[config.mk]
export PLATFORM = sky130hd
export DESIGN_NAME = k_fifo_wr_arbiter
export DESIGN_NICKNAME = d
export VERILOG_FILES = /design/src/rtl/k_fifo_wr_arbiter.sv
export SDC_FILE = /design/constraint.sdc
export NUM_CORES = 1
export LEC_CHECK = 0
export BUFFER_PORTS_ARGS = -buffer_cell sky130_fd_sc_hd__buf_2
export CELL_PAD_IN_SITES_DETAIL_PLACEMENT = 0
export CELL_PAD_IN_SITES_GLOBAL_PLACEMENT = 1
export CORE_MARGIN = 1
export CORE_UTILIZATION = 34
export DETAILED_ROUTE_END_ITERATION = 12
export GPL_TIMING_DRIVEN = 0
export PLACE_DENSITY_LB_ADDON = 0.12
export SKIP_CTS_REPAIR_TIMING = 1
export SYNTH_ARGS = -nofsm -noshare
export SYNTH_HDL_FRONTEND = slang
export SYNTH_SLANG_ARGS = --single-unit
export TNS_END_PERCENT = 10
[constraint.sdc]
create_clock -name clk -period 4.77 [get_ports clk]
set_input_delay 0.477 -clock clk [delete_from_list [all_inputs] [get_ports clk]]
set_output_delay 0.477 -clock clk [all_outputs]
set_load 0.01 [all_outputs]
[src/rtl/k_fifo_wr_arbiter.sv]
// k_fifo_wr_arbiter
// Write side of an asynchronous FIFO shared by two requesters.
// A round-robin arbiter picks at most one writer per cycle, the write
// pointer is kept in Gray code for the read domain, and the full flag is
// computed against a two-flop synchronized copy of the read pointer.
module k_fifo_wr_arbiter #(
   parameter int DATA_W = 8,
   parameter int ADDR_W = 4
) (
   input  logic              clk,
   input  logic              rst_n,
   input  logic              req0,
   input  logic [DATA_W-1:0] din0,
   input  logic              req1,
   input  logic [DATA_W-1:0] din1,
   output logic              gnt0,
   output logic              gnt1,
   output logic              wen,
   output logic [ADDR_W-1:0] waddr,
   output logic [DATA_W-1:0] wdata,
   output logic [ADDR_W:0]   wptr_gray,
   input  logic [ADDR_W:0]   rptr_gray,
   output logic              full
);

   // Gray code to binary: each binary bit is the XOR of all Gray bits above and at it
   function automatic logic [ADDR_W:0] gray2bin(input logic [ADDR_W:0] g);
      logic [ADDR_W:0] b;
      b[ADDR_W] = g[ADDR_W];
      for (int i = ADDR_W - 1; i >= 0; i--) begin
         b[i] = b[i+1] ^ g[i];
      end
      return b;
   endfunction

   // Binary to Gray code
   function automatic logic [ADDR_W:0] bin2gray(input logic [ADDR_W:0] b);
      return b ^ (b >> 1);
   endfunction

   // Full when the writer is exactly one lap ahead: top two Gray bits differ, rest equal
   function automatic logic is_full(input logic [ADDR_W:0] wg, input logic [ADDR_W:0] rg);
      return (wg == {~rg[ADDR_W:ADDR_W-1], rg[ADDR_W-2:0]});
   endfunction

   logic [ADDR_W:0] ptr_gray_r;
   logic [ADDR_W:0] rq1_r;
   logic [ADDR_W:0] rq2_r;
   logic            full_r;
   logic            last_r;      // index of the last granted requester

   logic [ADDR_W:0] bin_s;
   logic [ADDR_W:0] next_bin_s;
   logic [ADDR_W:0] next_gray_s;
   logic            full_next_s;
   logic            gnt0_s;
   logic            gnt1_s;
   logic            wen_s;
   logic [DATA_W-1:0] wdata_s;

   // Round-robin grant; reset and full both suppress any grant immediately
   always_comb begin
      gnt0_s = 1'b0;
      gnt1_s = 1'b0;
      if (!rst_n || full_r) begin
         gnt0_s = 1'b0;
         gnt1_s = 1'b0;
      end else begin
         case ({req1, req0})
            2'b01: gnt0_s = 1'b1;
            2'b10: gnt1_s = 1'b1;
            2'b11: begin
               if (last_r) begin
                  gnt0_s = 1'b1;
               end else begin
                  gnt1_s = 1'b1;
               end
            end
            default: begin
               gnt0_s = 1'b0;
               gnt1_s = 1'b0;
            end
         endcase
      end
   end

   // Write data mux and pointer arithmetic for the next state
   always_comb begin
      wen_s = gnt0_s | gnt1_s;
      if (gnt0_s) begin
         wdata_s = din0;
      end else if (gnt1_s) begin
         wdata_s = din1;
      end else begin
         wdata_s = {DATA_W{1'b0}};
      end
      bin_s       = gray2bin(ptr_gray_r);
      next_bin_s  = bin_s + {{ADDR_W{1'b0}}, wen_s};
      next_gray_s = bin2gray(next_bin_s);
      full_next_s = is_full(next_gray_s, rq2_r);
   end

   // Gray write pointer register; advances by one on each accepted write
   always_ff @(posedge clk or negedge rst_n) begin
      if (!rst_n) begin
         ptr_gray_r <= {(ADDR_W+1){1'b0}};
      end else begin
         ptr_gray_r <= next_gray_s;
      end
   end

   // Two-flop synchronizer for the read pointer from the other clock domain
   always_ff @(posedge clk or negedge rst_n) begin
      if (!rst_n) begin
         rq1_r <= {(ADDR_W+1){1'b0}};
         rq2_r <= {(ADDR_W+1){1'b0}};
      end else begin
         rq1_r <= rptr_gray;
         rq2_r <= rq1_r;
      end
   end

   // Registered full flag, reflecting this cycle's write and the synced read pointer
   always_ff @(posedge clk or negedge rst_n) begin
      if (!rst_n) begin
         full_r <= 1'b0;
      end else begin
         full_r <= full_next_s;
      end
   end

   // Last-winner tracking; reset value makes requester 0 win the first tie
   always_ff @(posedge clk or negedge rst_n) begin
      if (!rst_n) begin
         last_r <= 1'b1;
      end else if (wen_s) begin
         last_r <= gnt1_s;
      end else begin
         last_r <= last_r;
      end
   end

   assign gnt0      = gnt0_s;
   assign gnt1      = gnt1_s;
   assign wen       = wen_s;
   assign waddr     = bin_s[ADDR_W-1:0];
   assign wdata     = wdata_s;
   assign wptr_gray = ptr_gray_r;
   assign full      = full_r;

endmodule

==> results summary <==
Walking the worst path, the cells encountered are xnor2_1 > inv_1 > ha_1 > inv_1 > ha_1 > xor2_2 > nor3_2 > mux2i_4 > xnor3_1 > nor4_1. The clock-pin slew reported for the worst setup and hold paths after clock tree synthesis is 100 ps. The number of diodes is 0. TritonCTS built the clock tree. The CTS sink count came out at 17. The vias after detailed routing is 692. In the routed design, unresolved DRC markers number 0. The most common library cell in the layout ignoring fill and taps is sky130_fd_sc_hd__buf_2.

The total clock buffers created by CTS is 3. The path class of the tightest hold or removal check is input port to async pin. The biggest cell delay along the critical path came out at 430 ps. The final-stage net count is 148. The weighted congestion reported at the end of routability-driven placement came out at 0.730. The synthesized netlist contains 26 unique library cells. The number of rows in the core area came out at 17. The per-cell routed wire length is 11.2 um. Setup repair after global routing left no endpoint under its margin. In the layout the commonest cells are sky130_fd_sc_hd__buf_2, sky130_fd_sc_hd__dfrtp_1, sky130_fd_sc_hd__inv_1, sky130_fd_sc_hd__a22o_1, sky130_fd_sc_hd__xnor2_1.

The startpoint identified for the worst register-to-register timing path is wptr_gray[4]. The largest driver fanout on the critical path came out at 4. The worst register-to-register path ends at full. The worst path in the final design needs a cycle of 3240 ps, including I/O delays and setup. The final worst clock skew came out at 7.99 ps. Tracing the worst setup path back leads to its startpoint at wptr_gray[4]. The final-report hold violation count came out at 0.

Dividing total power by cell area gives a power density of 801 nW/um2. The portion of the clock cycle consumed by the worst path in the final layout is 67.9%. The total of warnings raised by yosys came out at 0.

The worst setup path is captured at a register. The endpoint of the worst setup timing path is full. The post-detailed-routing wire length is 1660 um. The data arrival time at the worst-slack endpoint is 3430 ps.

The critical path in this run is classified as register to register. The share of the synthesized area in the top cell type came out at 46.7%. The synthesized netlist cell count is 71. The synthesized design contains 17 register bits. The run finished with clean final reports.

The area added between synthesis and finish is 33.6%. The transition at the pin with the smallest max-transition slack is 640 ps. The final max-slew violation count came out at 0. The first-pass GRT wire length is 2580 um. The fraction of final layout cells with drive strength greater than 1 is 47.5%. The post-route standard cell area excluding fillers is 1140 um2.

The peak supply drop came out at 0.000422 V. Summed over all instances, the cell type with the most area after synthesis is sky130_fd_sc_hd__dfrtp_1. The worst setup path is launched from a register.

The top achievable clock speed came out at 0.309 GHz. In this run, the number of DRC markers left after iteration 0 of detailed routing was 2. The longest clock path from root to sink contains 2 buffers. During I/O placement, the number of pins put on the boundary was 46.

After detailed routing, the number of vias per cell comes to 4.68. Ranked by total cell area, the synthesized netlist is headed by sky130_fd_sc_hd__dfrtp_1, sky130_fd_sc_hd__a22o_1, sky130_fd_sc_hd__xnor3_1. The remaining global-route overflow came out at 0. The detailed placer's ending HPWL came out at 1360 um.

The largest net degree at the start of global routing is 20. The remaining max-slew budget at the tightest pin is 57.3%. In the global route stage, overall resource usage came out at 12.8%. The area of the mapped netlist is 857 um2.

A synthesized cell averages 12.1 um2. The tree is rooted in a sky130_fd_sc_hd__clkbuf_4. CTS built an H-tree with a depth of 1. Measured along the y axis, the die boundary spans 52.2 um. The initial antenna violation count came out at 0. Of the synthesized area, sequential elements account for 49.8%. The count of nets left with antenna violations once routing finished came out at 0. Across all register-to-register paths, the minimum setup slack is 1530 ps.

The count of TritonRoute iterations in the first routing pass came out at 2. The via count of the first global-routing pass is 611. The setup TNS is 0 ps. The core area is 2300 um2.

The cell count after placement came out at 144. The number of failing setup endpoints in the final timing report is 0. The post-synthesis net count is 98. The max-capacitance violation count came out at 0. The die extent in x is 52.2 um. For this configuration, the core starts out at a cell density of 37.3%.

The data required time at the worst endpoint came out at 4960 ps. Among all stages on the critical path, the largest delay is contributed by sky130_fd_sc_hd__xnor2_1. The clock latency on the worst-skew pair came out at 280 ps. Measured in cells, the most critical reg-to-reg path has a length of 10. The leakage power figure is 0.614 nW. The post-route non-filler standard cell count is 148. The count of buffers inserted at the top-level ports came out at 45.

The area of the die came out at 2730 um2. The standard cell area after detailed placement came out at 1120 um2.
==> cell type report <==
cell class	count	area, um2
Fill cell	230	1150
Sequential cell	17	427
Multi-Input combinational cell	44	393
Timing Repair Buffer	45	225
Inverter	10	37.5
Tap cell	28	35.0
Clock buffer	3	22.5
Clock inverter	1	5.00
==> cell usage after synthesis <==
cell / number
sky130_fd_sc_hd__dfrtp_1: 16
sky130_fd_sc_hd__inv_1: 10
sky130_fd_sc_hd__a22o_1: 8
sky130_fd_sc_hd__xnor2_1: 5
sky130_fd_sc_hd__a21oi_1: 3
sky130_fd_sc_hd__a31oi_1: 2
sky130_fd_sc_hd__ha_1: 2
sky130_fd_sc_hd__mux2i_1: 2
sky130_fd_sc_hd__nand2_1: 2
sky130_fd_sc_hd__nor4_1: 2
sky130_fd_sc_hd__or2_2: 2
sky130_fd_sc_hd__xnor3_1: 2
sky130_fd_sc_hd__xor2_1: 2
sky130_fd_sc_hd__and4_1: 1
sky130_fd_sc_hd__dfstp_2: 1
sky130_fd_sc_hd__mux2_2: 1
sky130_fd_sc_hd__mux2i_4: 1
sky130_fd_sc_hd__nand2b_1: 1
sky130_fd_sc_hd__nor2_1: 1
sky130_fd_sc_hd__nor2_2: 1
sky130_fd_sc_hd__nor2b_1: 1
sky130_fd_sc_hd__nor3_1: 1
sky130_fd_sc_hd__nor3_2: 1
sky130_fd_sc_hd__nor3b_1: 1
sky130_fd_sc_hd__o21a_1: 1
sky130_fd_sc_hd__xor2_2: 1
==> metal layers <==
layer	up-vias	wire (um)	GRT usage (%)
met2	36	819	24.1
met1	312	662	14.6
met5	-	0	0
met4	0	10	5.26
met3	2	163	1.45
li1	342	-	-
==> metrics by stage <==
step	utilization, %	setup WS (ps)	power, mW	hold WS, ps
floorplan	-	1660	0.682	181
global placement	48.6	1490	0.845	332
detailed placement	48.6	1480	0.856	337
CTS	49.8	1460	0.933	103
global route	49.8	1290	1.00	118
finish	49.8	1530	0.917	98.5
==> worst min path at each step <==
| stage | to | slack [ps] | cells after the start |
|---|---|---|---|
| 2_1_floorplan | full | 180 | 0 |
| 3_3_place_gp | rq2_r[2] | 330 | 0 |
| 3_5_place_dp | rq2_r[2] | 340 | 0 |
| 4_1_cts | rq1_r[2] | 100 | 1 |
| 5_1_grt | rq1_r[2] | 120 | 1 |
| 6_report | rq2_r[2] | 100 | 1 |
==> worst max-delay path: cells and delay by family (launching register included) <==
| kind | cells | cell delay (ps) |
|---|---|---|
| xor+xnor | 3 | 870 |
| buf+inv | 2 | 270 |
| mux | 1 | 310 |
| fa+ha+maj | 2 | 720 |
| flops | 1 | 410 |
| simple gates | 2 | 550 |
==> registers in the layout, summed over array words and instances, names as in the netlist <==
signal,flops
full,1
wptr_gray,5
rq1_r,5
last_r,1
rq2_r,5
==> where the power goes <==
group | internal, mW | switching [mW] | leakage, nW
logic | 0.304 | 0.328 | 0.397
registers | 0.186 | 0.0261 | 0.199
clock network | 0.0311 | 0.0416 | 0.0177
total | 0.521 | 0.396 | 0.614
==> logic make-up (layout without fill, tap and decap cells) <==
kind of cell	count (synthesis)	in the layout	share of synthesized area, %
DFF	17	17	49.8
and+or+nand+nor	14	14	10.1
buffers and inverters	10	59	4.38
adders and majority gates	2	2	2.92
AOI/OAI and AO/OA	14	14	12.3
xor gates and xnor gates	10	10	14.3
muxes	4	4	6.28
Note: power is estimated with default switching activity, not from simulation.
